$ cat src/rtl/intersection_scheduler_pkg.sv
// Shared constants for the intersection phase scheduler.
// Covers phase codes, lamp colour encodings and requester bit positions.
package intersection_scheduler_pkg;

    localparam logic [2:0] PH_ALLRED = 3'd0;
    localparam logic [2:0] PH_GREEN  = 3'd1;
    localparam logic [2:0] PH_YELLOW = 3'd2;
    localparam logic [2:0] PH_WALK   = 3'd3;

    // Lamp encoding is {R,G,B}; yellow is red+green.
    localparam logic [2:0] RED    = 3'b100;
    localparam logic [2:0] GREEN  = 3'b010;
    localparam logic [2:0] YELLOW = 3'b110;

    localparam int REQ_ROAD1 = 0;
    localparam int REQ_ROAD2 = 1;
    localparam int REQ_PED   = 2;

    // Round-robin pointer after a grant: the requester after the winner.
    function automatic logic [1:0] ptr_after(input logic [2:0] onehot);
        logic [1:0] ptr;
        ptr = 2'd0;
        if (onehot[REQ_ROAD1]) ptr = 2'd1;
        else if (onehot[REQ_ROAD2]) ptr = 2'd2;
        return ptr;
    endfunction

endpackage

$ cat src/rtl/intersection_scheduler_rr_arbiter.sv
// Three-way combinational round-robin picker.
// Scans pending from the pointer position upward, wrapping 2 -> 0.
module rr_arbiter
    import intersection_scheduler_pkg::*;
(
    input  logic [2:0] pending_i,
    input  logic [1:0] ptr_i,
    output logic [2:0] grant_o,
    output logic       valid_o
);

    always_comb begin
        // NOTE: default every output first so no path leaves it unassigned (no latch).
        grant_o = 3'b000;
        case (ptr_i)
            2'd1: begin
                if (pending_i[REQ_ROAD2])      grant_o[REQ_ROAD2] = 1'b1;
                else if (pending_i[REQ_PED])   grant_o[REQ_PED]   = 1'b1;
                else if (pending_i[REQ_ROAD1]) grant_o[REQ_ROAD1] = 1'b1;
            end
            2'd2: begin
                if (pending_i[REQ_PED])        grant_o[REQ_PED]   = 1'b1;
                else if (pending_i[REQ_ROAD1]) grant_o[REQ_ROAD1] = 1'b1;
                else if (pending_i[REQ_ROAD2]) grant_o[REQ_ROAD2] = 1'b1;
            end
            default: begin
                if (pending_i[REQ_ROAD1])      grant_o[REQ_ROAD1] = 1'b1;
                else if (pending_i[REQ_ROAD2]) grant_o[REQ_ROAD2] = 1'b1;
                else if (pending_i[REQ_PED])   grant_o[REQ_PED]   = 1'b1;
            end
        endcase
    end

    assign valid_o = |pending_i;

endmodule

$ cat src/rtl/intersection_scheduler.sv
// Demand-driven phase scheduler for a two-road intersection with a pedestrian crossing.
// Latches requests, grants round-robin and sequences GREEN/YELLOW/ALLRED/WALK on second ticks.
module intersection_scheduler
    import intersection_scheduler_pkg::*;
#(
    parameter int PHASE_W = 3,
    parameter int CNT_W   = 4
) (
    input  logic               clk_i,
    input  logic               rst_ni,
    input  logic               tick_i,
    input  logic [2:0]         req_i,
    input  logic [CNT_W-1:0]   green_len_i,
    input  logic [CNT_W-1:0]   yellow_len_i,
    input  logic [CNT_W-1:0]   allred_len_i,
    input  logic [CNT_W-1:0]   walk_len_i,
    output logic [2:0]         light1_o,
    output logic [2:0]         light2_o,
    output logic               walk_o,
    output logic [2:0]         grant_o,
    output logic [PHASE_W-1:0] phase_o,
    output logic [CNT_W-1:0]   sec_o
);

    logic [PHASE_W-1:0] r_phase, w_phase_nxt;
    logic [CNT_W-1:0]   r_sec, w_sec_nxt;
    logic [2:0]         r_pending, w_pending_nxt;
    logic [2:0]         r_grant, w_grant_nxt;
    logic [1:0]         r_ptr, w_ptr_nxt;
    logic [2:0]         w_served;
    logic [2:0]         w_arb_grant;
    logic               w_arb_valid;
    logic               w_expire;

    function automatic logic [CNT_W-1:0] len_or_one(input logic [CNT_W-1:0] len);
        return (len == '0) ? CNT_W'(1) : len;
    endfunction

    rr_arbiter u_arb (
        .pending_i (r_pending),
        .ptr_i     (r_ptr),
        .grant_o   (w_arb_grant),
        .valid_o   (w_arb_valid)
    );

    // Idle ALLRED sits at zero and re-arbitrates on every tick.
    assign w_expire = tick_i &&
                      ((r_sec == CNT_W'(1)) || (r_phase == PH_ALLRED && r_sec == '0));

    always_comb begin
        w_phase_nxt = r_phase;
        w_sec_nxt   = r_sec;
        w_grant_nxt = r_grant;
        w_ptr_nxt   = r_ptr;
        w_served    = 3'b000;
        if (w_expire) begin
            case (r_phase)
                PH_GREEN: begin
                    w_phase_nxt = PH_YELLOW;
                    w_sec_nxt   = len_or_one(yellow_len_i);
                end
                PH_YELLOW, PH_WALK: begin
                    w_phase_nxt = PH_ALLRED;
                    w_sec_nxt   = len_or_one(allred_len_i);
                    w_grant_nxt = 3'b000;
                end
                PH_ALLRED: begin
                    if (w_arb_valid) begin
                        w_grant_nxt = w_arb_grant;
                        w_ptr_nxt   = ptr_after(w_arb_grant);
                        w_served    = w_arb_grant;
                        if (w_arb_grant[REQ_PED]) begin
                            w_phase_nxt = PH_WALK;
                            w_sec_nxt   = len_or_one(walk_len_i);
                        end else begin
                            w_phase_nxt = PH_GREEN;
                            w_sec_nxt   = len_or_one(green_len_i);
                        end
                    end else begin
                        w_sec_nxt = '0;
                    end
                end
                default: begin
                    w_phase_nxt = PH_ALLRED;
                    w_sec_nxt   = '0;
                    w_grant_nxt = 3'b000;
                end
            endcase
        end else if (tick_i && r_sec != '0) begin
            w_sec_nxt = r_sec - 1'b1;
        end
    end

    // A request arriving on the entry edge is absorbed by the grant it already won.
    assign w_pending_nxt = (r_pending | req_i) & ~w_served;

    always_ff @(posedge clk_i or negedge rst_ni) begin
        if (!rst_ni) begin
            r_phase   <= PH_ALLRED;
            r_sec     <= '0;
            r_pending <= 3'b000;
            r_grant   <= 3'b000;
            r_ptr     <= 2'd0;
        end else begin
            // NOTE: non-blocking so every register samples the pre-edge values together.
            r_phase   <= w_phase_nxt;
            r_sec     <= w_sec_nxt;
            r_pending <= w_pending_nxt;
            r_grant   <= w_grant_nxt;
            r_ptr     <= w_ptr_nxt;
        end
    end

    always_comb begin
        light1_o = RED;
        light2_o = RED;
        walk_o   = 1'b0;
        case (r_phase)
            PH_GREEN: begin
                if (r_grant[REQ_ROAD1]) light1_o = GREEN;
                if (r_grant[REQ_ROAD2]) light2_o = GREEN;
            end
            PH_YELLOW: begin
                if (r_grant[REQ_ROAD1]) light1_o = YELLOW;
                if (r_grant[REQ_ROAD2]) light2_o = YELLOW;
            end
            PH_WALK: walk_o = 1'b1;
            default: ;
        endcase
    end

    assign grant_o = r_grant;
    assign phase_o = r_phase;
    assign sec_o   = r_sec;

endmodule

$ cat config.mk
export PLATFORM = sky130hd
export DESIGN_NAME = intersection_scheduler
export DESIGN_NICKNAME = d
export VERILOG_FILES = /design/src/rtl/intersection_scheduler_pkg.sv /design/src/rtl/intersection_scheduler_rr_arbiter.sv /design/src/rtl/intersection_scheduler.sv
export SDC_FILE = /design/constraint.sdc
export NUM_CORES = 1
export LEC_CHECK = 0
export CAP_MARGIN = 5
export CORE_MARGIN = 1.5
export CORE_UTILIZATION = 35
export CTS_CLUSTER_DIAMETER = 120
export DETAILED_ROUTE_END_ITERATION = 6
export GPL_ROUTABILITY_DRIVEN = 0
export HOLD_SLACK_MARGIN = 0.06
export SLEW_MARGIN = 30
export SYNTH_ARGS = -nofsm -noshare
export SYNTH_HDL_FRONTEND = slang
export SYNTH_SLANG_ARGS = --single-unit
$ cat constraint.sdc
create_clock -name clk_i -period 3.3 [get_ports clk_i]
set_clock_uncertainty 0.2 [all_clocks]
set_input_delay 0.66 -clock clk_i [delete_from_list [all_inputs] [get_ports clk_i]]
set_output_delay 0.66 -clock clk_i [all_outputs]
set_load 0.05 [all_outputs]
==> results, run 1 <==
- The clock tree from TritonCTS is yes.
- In the final routed layout, each cell accounts on average for 12.2 um.
- In this run the critical register-to-register path is launched from phase_o[1].
- After synthesis, the netlist uses 44 different library cells.
- For the worst setup path, the data arrival time is 2.29 ns.
- The count of warnings emitted by yosys is 0.
- The worst register-to-register path has a depth of 6.
- The endpoint identified for the worst register-to-register timing path is grant_o[1].
- The smallest clock period supported by the final layout is computed as 3.15 ns.
- The maximum buffer depth of the clock tree is 2.
- The remaining routing DRC violations is 0.
- From synthesis to final layout, the design area changed by 33.9%.
- The most critical setup path has its startpoint at phase_o[1].
- The number of nets in the layout is 209.
- The synthesized instance count is 141.
- Summed over all nets, the half-perimeter wirelength after detailed placement is 2180 um.
- The total routing usage reported by global routing is 0.155.
- The number of buffers created by CTS is 3.
- The remaining max-slew budget at the tightest pin is 0.542.
- Summing over every cut layer, the via total after detailed routing is 1101.
- The maximum level of the CTS H-tree is 1.
- Setup violations remaining at the end of the flow were counted as 0.
- The share of layout cells above drive strength 1 is 0.0852.
- The worst vdd rail ir drop is 0.539 mV.
- The critical path goes through inv_1 > ha_1 > inv_1 > o21ai_0 > clkdlybuf4s50_1.
- The post-route standard cell area excluding fillers is 1580 sq um.
- The flop-to-flop setup slack is 1.05 ns.
- The worst hold path belongs to the class reg2reg.
- The sum of negative setup slack is 0 ns.
- The clock sink count is 14.
- The number of flip-flops and latches in the synthesized netlist is 14.
- The count of buffers added on input and output ports is 35.
- The total power is 0.00148 W.
- The final standard cell count with taps included and fillers excluded is 220.
- Entering global routing, the biggest net connects 15 pins.
- The initial core utilization is 0.376.
- The netlist area before placement is 1180 sq um.
- The final count of pins violating max slew is 0.
- The final core utilization is 0.504.
- The share of synthesized area in the top cell type comes to 0.298.
- The remaining antenna violation count is 0.
- The hold buffer count at cts is 0.
- The total of fill cells in the finished design is 312.
- The synthesized area per cell is 8.34 sq um.
- Setup repair after global routing left no endpoint under its margin.
- The flow ran to the end, and the final reports show no timing, DRC or antenna violations.
- In this run the cell area measured after placement is 1540 sq um.
- In this run, synthesis inferred 0 flip-flops with an integrated enable.
- The first-pass iteration count of the detailed router is 5.
- The number of failing hold endpoints at the final stage is 0.
- The area of the die is 3720 sq um.
- By area the synthesized netlist is led by sky130_fd_sc_hd__dfrtp_1 30%, sky130_fd_sc_hd__ha_1 11%, sky130_fd_sc_hd__nand2_1 6.4%.
- The endpoint kind of the worst setup timing path is an output port.
- Static timing analysis puts the maximum clock frequency at 0.317 GHz.
- The via count of the first global-routing pass is 1020.
- By startpoint and endpoint, the worst setup path is classified as reg2out.
- The critical path's most frequent cell is sky130_fd_sc_hd__inv_1.
- At the worst endpoint, the required time is 2.44 ns.
- In this run the worst setup path terminates at light1_o[2].
- The final period utilization is 0.955.
- The multi-input gate area in the final layout is 739 sq um.
- Row generation in the floorplan step produced 20 rows.
- The measured slew at the worst slew-check pin is 0.684 ns.
- Across the run, the number of max-cap violations was 0.
- The die is 61.0 um tall.
- The commonest register cell after synthesis is sky130_fd_sc_hd__dfrtp_1.
- After the first detailed-routing iteration, the DRC count stood at 37.
- Of all nets on the critical path, the largest fanout is 8.
- The number of antenna violations at the first check in global routing was 0.
- The slowest library cell on the worst path is sky130_fd_sc_hd__clkdlybuf4s50_1.
- The most common cell in the synthesized netlist is sky130_fd_sc_hd__nand2_1.
- The total power density per cell area is 940 nW/um^2.
- The largest single stage delay on the critical path is 0.82 ns.
- Counting instances in the post-synthesis netlist gives the leading cell types as 20 x sky130_fd_sc_hd__nand2_1, 14 x sky130_fd_sc_hd__dfrtp_1, 10 x sky130_fd_sc_hd__ha_1, 10 x sky130_fd_sc_hd__inv_1, 8 x sky130_fd_sc_hd__nor2_1.
- Counting flops with an async set or reset pin after synthesis yields a share of 1.00.
- After detailed placement, the design holds a cell count of 216.
- The number of diodes added for antenna fixing is 0.
- The total overflow left after global routing is 0.
- Pin placement for this block handled 39 I/O pins.
- The latest clock arrival within the worst-skew pair is 0.28 ns.
- The worst setup path is launched from a flop.
- The first global-routing pass estimated 4270 um of wire.
- Measured along the x axis, the die boundary spans 61.0 um.
- For this design the static power due to leakage is 0.662 nW.
- The via count normalized by instance count is 5.00.
- After clock tree synthesis, the clock-pin slew on the worst setup and hold paths is 0.09 ns.
- The largest area contributor in the netlist is sky130_fd_sc_hd__dfrtp_1.
- The standard cell core area is 3130 sq um.
- For this run, the register share of the synthesized area comes to 0.298.
- Registers take 350 sq um.
- The detailed-route wire length is 2690 um.
- The clock root buffer is sky130_fd_sc_hd__clkbuf_4.
## final cells by class
type,instances,area share
inverter,11,0.0262
clock buffer,4,0.0230
tap,44,0.0349
multi-input combinational,112,0.469
timing repair buffer,35,0.224
sequential,14,0.222
## registers in the layout (all words and copies together) (netlist names)
| name | cells |
|---|---|
| sec_o | 4 |
| grant_o | 3 |
| r_pending | 3 |
| phase_o | 2 |
| r_ptr | 2 |
## power by group
part	switching, W	internal (W)
clock network	0.0000603	0.0000672
logic	0.000664	0.000394
registers	0.0000659	0.000229
total	0.000790	0.000690
## logic make-up after synthesis
kind of cell / after synthesis / share of synthesized area
other: 1 / 0.00319
AND/OR/NAND/NOR: 54 / 0.230
multiplexers: 6 / 0.0532
buffers and inverters: 17 / 0.0798
AO/OA/AOI/OAI: 39 / 0.230
adder cells (fa/ha/maj): 10 / 0.106
flip-flops: 14 / 0.298
## metrics by stage
| stage | setup slack (ns) | hold WS (ns) |
|---|---|---|
| after floorplan | 0.206 | 0.164 |
| after global placement | 0.553 | 0.265 |
| after detailed placement | 0.482 | 0.271 |
| after CTS | 0.158 | 0.291 |
| after global routing | 0.0229 | 0.353 |
| final | 0.149 | 0.285 |
## layer usage
layer / up-vias / part of all wire / global-route usage
met1: 510 / 0.46 / 0.190
met5: - / 0 / 0
met3: 0 / 0.041 / 0.0512
met2: 28 / 0.50 / 0.266
met4: 0 / 0 / 0.0342
li1: 563 / - / -
## layout by cell type (no fill, tap or decap), types with 4 or more instances in the layout
cell type / n
sky130_fd_sc_hd__clkdlybuf4s50_1: 34
sky130_fd_sc_hd__nand2_1: 20
sky130_fd_sc_hd__dfrtp_1: 14
sky130_fd_sc_hd__inv_1: 10
sky130_fd_sc_hd__ha_1: 10
sky130_fd_sc_hd__nor2_1: 8
sky130_fd_sc_hd__o21ai_0: 7
sky130_fd_sc_hd__nor2b_1: 7
sky130_fd_sc_hd__o21ai_1: 6
sky130_fd_sc_hd__nand3_1: 4
sky130_fd_sc_hd__mux2i_1: 4
sky130_fd_sc_hd__nor3_1: 4
## worst min path at each step
stage	depth (start not counted)	start	endpoint
floorplan	0	rst_ni	grant_o[0]
global placement	2	grant_o[2]	grant_o[2]
CTS	2	grant_o[2]	grant_o[2]
global route	2	r_ptr[1]	r_ptr[1]
finish	2	grant_o[2]	grant_o[2]
detailed placement	2	grant_o[2]	grant_o[2]
## timing repair
action / in CTS / in global routing
buffers inserted: 0 / 0
setup endpoints to repair: 0 / 1
gates resized for setup: 0 / 1
## worst max-delay path: cells and delay by family, from the launching register on
kind	cells	cell delay (ns)
AO/OA/AOI/OAI	1	0.18
buffers and inverters	3	1.07
flip-flops	1	0.44
adder cells (fa/ha/maj)	1	0.31
Power figures use the tool's default switching activity.
==> run 2, diff against run 1 <==
--- a/config.mk
+++ b/config.mk
@@ -6,13 +6,15 @@
 export NUM_CORES = 1
 export LEC_CHECK = 0
 export CAP_MARGIN = 5
+export CORE_ASPECT_RATIO = 0.7
 export CORE_MARGIN = 1.5
-export CORE_UTILIZATION = 35
+export CORE_UTILIZATION = 49
 export CTS_CLUSTER_DIAMETER = 120
 export DETAILED_ROUTE_END_ITERATION = 6
 export GPL_ROUTABILITY_DRIVEN = 0
 export HOLD_SLACK_MARGIN = 0.06
-export SLEW_MARGIN = 30
+export PLACE_DENSITY = 0.85
+export SLEW_MARGIN = 10
 export SYNTH_ARGS = -nofsm -noshare
 export SYNTH_HDL_FRONTEND = slang
 export SYNTH_SLANG_ARGS = --single-unit
==> results, run 2 (synthesized netlist as in run 1, its figures left out) <==
- The flow ran to the end, and the final reports show no timing, DRC or antenna violations.
- The remaining routing DRC violations is 0 (unchanged).
- The number of standard-cell rows in the floorplan is 14 (-30%).
- The final period utilization is 0.963 (+0.00775).
- The slowest stage of the critical path is the sky130_fd_sc_hd__clkdlybuf4s50_1 cell.
- The arrival time at the worst endpoint is 2.32 ns (+0.03 ns).
- The worst vdd rail ir drop came to 0.420 mV (-22%).
- The remaining antenna violation count was 0 (unchanged).
- The maximum buffer depth of the clock tree came to 2 (unchanged).
- The number of antenna violations at the first check in global routing was 0 (unchanged).
- The combined buffer and inverter count along the critical path is 3 (unchanged).
- The clock tree from TritonCTS is yes.
- The latest clock arrival within the worst-skew pair is 0.29 ns (about the same).
- The measured slew at the worst slew-check pin was 0.637 ns (-0.0469 ns).
- The critical path goes through inv_1 > ha_1 > inv_1 > o21ai_0 > clkdlybuf4s50_1.
- Routed signal wires occupy layers up through met3.
- In this design, the critical path's most frequently occurring cell is sky130_fd_sc_hd__inv_1.
- The first-pass iteration count of the detailed router came to 4 (-1).
- The total routing usage reported by global routing is 0.231 (+0.0764).
- The number of gates given a new drive strength after cts is 0 (unchanged).
- The number of vias in the routed layout was 1131 (+2.7%).
- The hold buffer count at cts is 0 (unchanged).
- The largest fanout on the critical path is 8 (unchanged).
- The static leakage is 0.657 nW (-0.79%).
- The final count of pins violating max slew was 0 (unchanged).
- Leaving out fill and tap cells, the most frequent cell in the layout is sky130_fd_sc_hd__clkdlybuf4s50_1.
- The number of buffers created by CTS is 3 (unchanged).
- The number of input and output port buffers inserted is 35 (unchanged).
- The standard cell core area was 2210 sq um (-29%).
- The final routed wire length divided by cell count is 14.0 um (+14%).
- The library cells used most frequently in the layout, excluding fill and tap cells, are 35 x sky130_fd_sc_hd__clkdlybuf4s50_1, 20 x sky130_fd_sc_hd__nand2_1, 14 x sky130_fd_sc_hd__dfrtp_1, 10 x sky130_fd_sc_hd__inv_1, 10 x sky130_fd_sc_hd__ha_1.
- The worst setup path is launched from a flop.
- The total length of routed met3 wires came to 136 um (+23%).
- The die width is 61.6 um (+0.96%).
- The clock input transition at the sequential cells of the worst setup and hold paths is 0.09 ns (about the same).
- The via count normalized by instance count is 5.44 (+8.7%).
- The post-layout minimum cycle time is 3.18 ns (+0.0256 ns).
- The maximum number of pins on one net before global-route repair is 15 (unchanged).
- The maximum level of the CTS H-tree is 1 (unchanged).
- The share of layout cells above drive strength 1 is 0.0852 (unchanged).
- The clock sink count is 14 (unchanged).
- The sum of negative setup slack is 0 ns (unchanged).
- The number of flip-flops in the largest register came to 4 (unchanged).
- The first-pass GRT wire length came to 4590 um (+7.4%).
- The total power density per cell area came to 965 nW/um^2 (+2.7%).
- The total power is 0.00150 W (+1.5%).
- The peak per-stage delay on the critical path is 0.83 ns (about the same).
- The estimated wirelength of the detail-placed design was 2440 um (+12%).
- The number of diodes added for antenna fixing is 0 (unchanged).
- The worst hold path belongs to the class reg2reg.
- The highest achievable clock rate is 0.315 GHz (-0.80%).
- The routed metal-1 wire length is 1390 um (+13%).
- The met2 wire length is 1390 um (+2.7%).
- Relative to the synthesized area, the layout overhead comes to 32.4%.
- On the critical path the largest part of the delay comes from buffers and inverters.
- The number of failing hold endpoints at the final stage was 0 (unchanged).
- The number of nets in the layout was 209 (unchanged).
- The max-cap check violation count is 0 (unchanged).
- The detailed-route wire length was 2910 um (+8.2%).
- The total I/O pin count was 39 (unchanged).
- The height of the die came to 44.0 um (-28%).
- The start-to-end type of the worst setup path is reg2out.
- The violation count after the first detailed-routing iteration is 54 (+46%).
- The worst setup path is captured at an output port.
- The area of the die is 2710 sq um (-27%).
- The final-report setup violation count came to 0 (unchanged).
- The required time of the critical path was 2.44 ns (about the same).
- The remaining max-slew budget at the tightest pin is 0.574 (+0.0314).
- The clock root buffer is sky130_fd_sc_hd__clkbuf_4.
- The total global routing overflow is 0 (unchanged).
- The initial core utilization was 0.533 (+0.157).
- The via count of the first global-routing pass was 1053 (+3.2%).
- Setup repair after global routing left no endpoint under its margin.
- The number of buffers added for setup after CTS was 0 (unchanged).
[run 2: cell types whose count changed in the layout (fill, tap and decap cells not counted)]
cell                              delta
sky130_fd_sc_hd__dlymetal6s2s_1      -1
sky130_fd_sc_hd__clkdlybuf4s50_1     +1
[run 2: worst paths after layout]
path	cells past startpoint	slack [ns]	from	to
setup / recovery	5	0.12	phase_o[1]	light2_o[2]
hold / removal	2	0.29	grant_o[2]	grant_o[2]
setup reg to reg	6	1.03	phase_o[0]	grant_o[1]
hold reg to reg	2	0.29	grant_o[2]	grant_o[2]
max in group asynchronous	1	1.93	rst_ni	r_pending[2]
min in group asynchronous	1	0.56	rst_ni	grant_o[2]
[run 2: power by group]
part           internal, W  total (W)  switching (W)
registers         0.000230   0.000295      0.0000655
clock network    0.0000672   0.000127      0.0000594
logic             0.000397    0.00108       0.000685
total             0.000694    0.00150       0.000810
[run 2: worst min-delay path: cells and delay by family (launching register included)]
kind | cells | cell delay [ns]
flip-flops | 1 | 0.35
AND/OR/NAND/NOR | 1 | 0.05
AO/OA/AOI/OAI | 1 | 0.06
[run 2: through the flow]
stage	utilization	std cells	setup slack, ns	hold slack (ns)	instance area (sq um)
6_report	0.706	208	0.123	0.290	1560
5_1_grt	0.706	208	0.0294	0.355	1560
4_1_cts	0.706	208	0.109	0.293	1560
3_5_place_dp	0.689	204	0.439	0.274	1520
3_3_place_gp	0.689	204	0.578	0.265	1520
2_1_floorplan	-	143	0.206	0.164	1180
[run 2: area by class of cell]
class | count | area [sq um]
multi-input combinational | 112 | 739
fill | 181 | 649
sequential | 14 | 350
timing repair buffer | 35 | 350
inverter | 11 | 41.3
tap | 32 | 40.0
clock buffer | 4 | 36.3
[run 2: layer usage]
metal,track usage,up-vias
met5,0,-
met2,0.381,37
met3,0.0537,0
met4,0.0383,0
met1,0.315,534
li1,-,560
==> run 3, diff against run 2 <==
--- a/config.mk
+++ b/config.mk
@@ -5,15 +5,17 @@
 export SDC_FILE = /design/constraint.sdc
 export NUM_CORES = 1
 export LEC_CHECK = 0
+export ABC_AREA = 1
 export CAP_MARGIN = 5
 export CORE_ASPECT_RATIO = 0.7
 export CORE_MARGIN = 1.5
-export CORE_UTILIZATION = 49
+export CORE_UTILIZATION = 48
 export CTS_CLUSTER_DIAMETER = 120
+export CTS_CLUSTER_SIZE = 20
 export DETAILED_ROUTE_END_ITERATION = 6
 export GPL_ROUTABILITY_DRIVEN = 0
 export HOLD_SLACK_MARGIN = 0.06
-export PLACE_DENSITY = 0.85
+export PLACE_DENSITY = 0.84
 export SLEW_MARGIN = 10
 export SYNTH_ARGS = -nofsm -noshare
 export SYNTH_HDL_FRONTEND = slang
==> results, run 3 <==
- The clock tree from TritonCTS is yes.
- The number of antenna violations at the first check in global routing came to 0 (unchanged).
- The number of nets in the layout is 232 (+11%).
- Among all flip-flop cells after synthesis, the most frequent one is sky130_fd_sc_hd__dfrtp_1.
- The final-report setup violation count is 0 (unchanged).
- The first-pass GRT wire length was 4860 um (+6.0%).
- The highest achievable clock rate is 0.324 GHz (+2.9%).
- The standard cell core area came to 2170 sq um (-1.6%).
- The growth of design area from synthesis to finish is 35.4%.
- The multi-input gate area in the final layout is 652 sq um (-12%).
- The clock input transition at the sequential cells of the worst setup and hold paths is 0.08 ns (about the same).
- The share of power burned in registers came to 0.544 (+0.348).
- The combined flip-flop and latch cell area is 350 sq um (unchanged).
- The count of warnings emitted by yosys was 0 (unchanged).
- The clock sink count came to 14 (unchanged).
- The switching share of total power was 0.238 (-0.300).
- The sequential fraction of the synthesis area came to 0.312 (+0.0139).
- The largest individual stage delay along the critical path comes from the cell sky130_fd_sc_hd__clkdlybuf4s50_1.
- The endpoint kind of the worst setup timing path is an output port.
- In this run the worst hold path is classified as reg2reg.
- The final standard cell count with taps included and fillers excluded is 230 (+11%).
- The arrival time at the worst endpoint was 2.23 ns (-0.09 ns).
- The total power density per cell area was 207 nW/um^2 (-79%).
- The number of input and output port buffers inserted is 35 (unchanged).
- The total of fill cells in the finished design came to 195 (+7.7%).
- The max-cap check violation count is 0 (unchanged).
- Setup repair after global routing left no endpoint under its margin.
- The combined buffer and inverter count along the critical path is 2 (-1).
- The number of vias in the routed layout is 1167 (+3.2%).
- The height of the die is 43.5 um (-1.2%).
- The final count of pins violating max slew is 0 (unchanged).
- In the layout the commonest cells are 33 x sky130_fd_sc_hd__clkdlybuf4s50_1, 27 x sky130_fd_sc_hd__nor2_1, 27 x sky130_fd_sc_hd__nand2_1, 26 x sky130_fd_sc_hd__inv_1, 14 x sky130_fd_sc_hd__dfrtp_1.
- The maximum number of pins on one net before global-route repair is 15 (unchanged).
- The number of failing hold endpoints at the final stage is 0 (unchanged).
- The total global routing overflow is 0 (unchanged).
- The share of layout cells above drive strength 1 came to 0.0455 (-0.0398).
- In this run the clock root is driven by a sky130_fd_sc_hd__clkbuf_4.
- The largest fanout on the critical path is 6 (-2).
- The area of the die was 2640 sq um (-2.3%).
- The share of synthesized flip-flops with an asynchronous set or reset is 1.00 (unchanged).
- The critical path is of the reg2out type.
- STA classifies the critical path startpoint as a flop.
- By area the synthesized netlist is led by sky130_fd_sc_hd__dfrtp_1 31%, sky130_fd_sc_hd__ha_1 11%, sky130_fd_sc_hd__nand2_1 9.0%.
- The estimated wirelength of the detail-placed design is 2380 um (-2.3%).
- The combinational fraction of design power is 0.155 (-0.565).
- The peak per-stage delay on the critical path is 0.81 ns (-0.02 ns).
- The area share of the largest cell type after synthesis is 0.312 (+0.0139).
- The number of placed instances, taps included is 227 (+11%).
- The detailed-route wire length is 2990 um (+2.5%).
- The static leakage is 0.764 nW (+16%).
- Traced cell by cell, the critical path runs through inv_1 > ha_1 > o21ai_0 > nor2_1 > clkdlybuf4s50_1.
- The number of standard-cell rows in the floorplan is 14 (unchanged).
- The synthesized instance count came to 162 (+15%).
- The setup slack at placement is 0.467 ns (+0.0278 ns).
- The remaining routing DRC violations was 0 (unchanged).
- The count of flip-flops with a built-in enable after synthesis is 0 (unchanged).
- The maximum buffer depth of the clock tree came to 2 (unchanged).
- The number of buffers created by CTS is 3 (unchanged).
- The latest clock arrival within the worst-skew pair came to 0.28 ns (about the same).
- The part of the total power dissipated in the clock network is 0.301 (+0.217).
- The synthesized area per cell is 6.94 sq um (-17%).
- The design internal power was 0.000240 W (-65%).
- The final routed wire length divided by cell count is 13.0 um (-7.3%).
- The via count normalized by instance count came to 5.07 (-6.7%).
- Ranked by instance count, the synthesized netlist is headed by 27 x sky130_fd_sc_hd__nand2_1, 27 x sky130_fd_sc_hd__nor2_1, 26 x sky130_fd_sc_hd__inv_1, 14 x sky130_fd_sc_hd__dfrtp_1, 13 x sky130_fd_sc_hd__a21oi_1.
- The required time of the critical path is 2.44 ns (about the same).
- The remaining antenna violation count is 0 (unchanged).
- The via count of the first global-routing pass was 1080 (+2.6%).
- In this design, the largest share of critical-path delay is due to buffers and inverters.
- The most frequent standard cell in the layout excluding fill and tap cells is sky130_fd_sc_hd__clkdlybuf4s50_1.
- The maximum level of the CTS H-tree came to 1 (unchanged).
- The hold buffer count at cts came to 0 (unchanged).
- The netlist area before placement is 1120 sq um (-4.5%).
- The post-route worst setup slack came to 0.214 ns (+0.0909 ns).
- The total I/O pin count is 39 (unchanged).
- The measured slew at the worst slew-check pin is 0.611 ns (-0.0265 ns).
- The net switching component of the power was 0.0000751 W (-91%).
- The first-pass iteration count of the detailed router is 4 (unchanged).
- The worst vdd rail ir drop is 0.235 mV (-44%).
- The total power was 0.000315 W (-79%).
- The total routing usage reported by global routing is 0.247 (+0.0159).
- The final period utilization is 0.935 (-0.0276).
- The violation count after the first detailed-routing iteration is 69 (+28%).
- The sum of negative setup slack is 0 ns (unchanged).
- The run finished with clean final reports.
- The number of diodes added for antenna fixing came to 0 (unchanged).
- The initial core utilization is 0.517 (-0.0156).
- The post-layout minimum cycle time was 3.09 ns (-0.0909 ns).
- The count of distinct cell types in the synthesized netlist came to 25 (-43%).
- The remaining max-slew budget at the tightest pin came to 0.591 (+0.0177).
- The largest area contributor in the netlist is sky130_fd_sc_hd__dfrtp_1.
- The die width was 60.8 um (-1.2%).
- The number of flip-flops and latches in the synthesized netlist is 14 (unchanged).
- The number of flip-flops in the largest register came to 4 (unchanged).
==> run 3: final timing paths <==
| path | start | end | depth (start not counted) | slack, ns |
|---|---|---|---|---|
| worst max-delay path | phase_o[1] | light1_o[1] | 5 | 0.21 |
| worst min-delay path | grant_o[2] | grant_o[2] | 2 | 0.30 |
| worst max register to register | phase_o[0] | sec_o[2] | 8 | 1.14 |
| worst min register to register | grant_o[2] | grant_o[2] | 2 | 0.30 |
| max in group asynchronous | rst_ni | sec_o[3] | 1 | 1.95 |
| min in group asynchronous | rst_ni | grant_o[0] | 1 | 0.56 |
==> run 3: power by group through the flow <==
stage	combinational, W	sequential [W]	clock, W
floorplan	0.0000187	0.000175	0
global placement	0.0000472	0.000175	0
detailed placement	0.0000480	0.000175	0
CTS	0.0000487	0.000171	0.0000970
global route	0.0000528	0.000171	0.0000988
finish	0.0000487	0.000171	0.0000949
==> run 3: cells by family after synthesis <==
group,count (synthesis),share of synthesized area
and+or+nand+nor,74,0.284
xor gates and xnor gates,2,0.0156
AOI/OAI and AO/OA,30,0.159
buffers and inverters,31,0.115
DFF,14,0.312
adders and majority gates,10,0.111
other,1,0.00334
==> run 3: layer usage <==
layer	track usage	vias up	part of all wire
li1	-	590	-
met1	0.358	526	0.48
met2	0.374	44	0.43
met3	0.0299	7	0.069
met4	0.104	0	0.019
met5	0	-	0
==> run 3: worst reg2reg max path: stages (launching register included) <==
cell and delay [ns]:
sky130_fd_sc_hd__dfrtp_1 0.43, sky130_fd_sc_hd__inv_1 0.11, sky130_fd_sc_hd__ha_1 0.31, sky130_fd_sc_hd__a21oi_1 0.29
sky130_fd_sc_hd__nor2_4 0.08, sky130_fd_sc_hd__a21oi_1 0.31, sky130_fd_sc_hd__inv_1 0.14, sky130_fd_sc_hd__nor2_1 0.12
sky130_fd_sc_hd__a21oi_1 0.06
==> run 3: final cells by class <==
cell class / instances / share of cell area
Timing Repair Buffer: 35 / 0.234
Inverter: 27 / 0.0666
Tap cell: 32 / 0.0263
Multi-Input combinational cell: 119 / 0.428
Sequential cell: 14 / 0.230
Clock buffer: 3 / 0.0148
==> run 3: per-stage QoR <==
step	cell area, sq um	utilization	hold WS [ns]
after floorplan	1130	-	0.164
after global placement	1490	0.688	0.271
after detailed placement	1490	0.688	0.272
after CTS	1520	0.698	0.298
after global routing	1520	0.700	0.315
final	1520	0.700	0.298
==> run 3: repair_timing <==
item,in CTS,in global routing
setup endpoints to repair,0,2
endpoints found under the hold margin,0,0
resized for setup,0,2
setup buffers,0,0
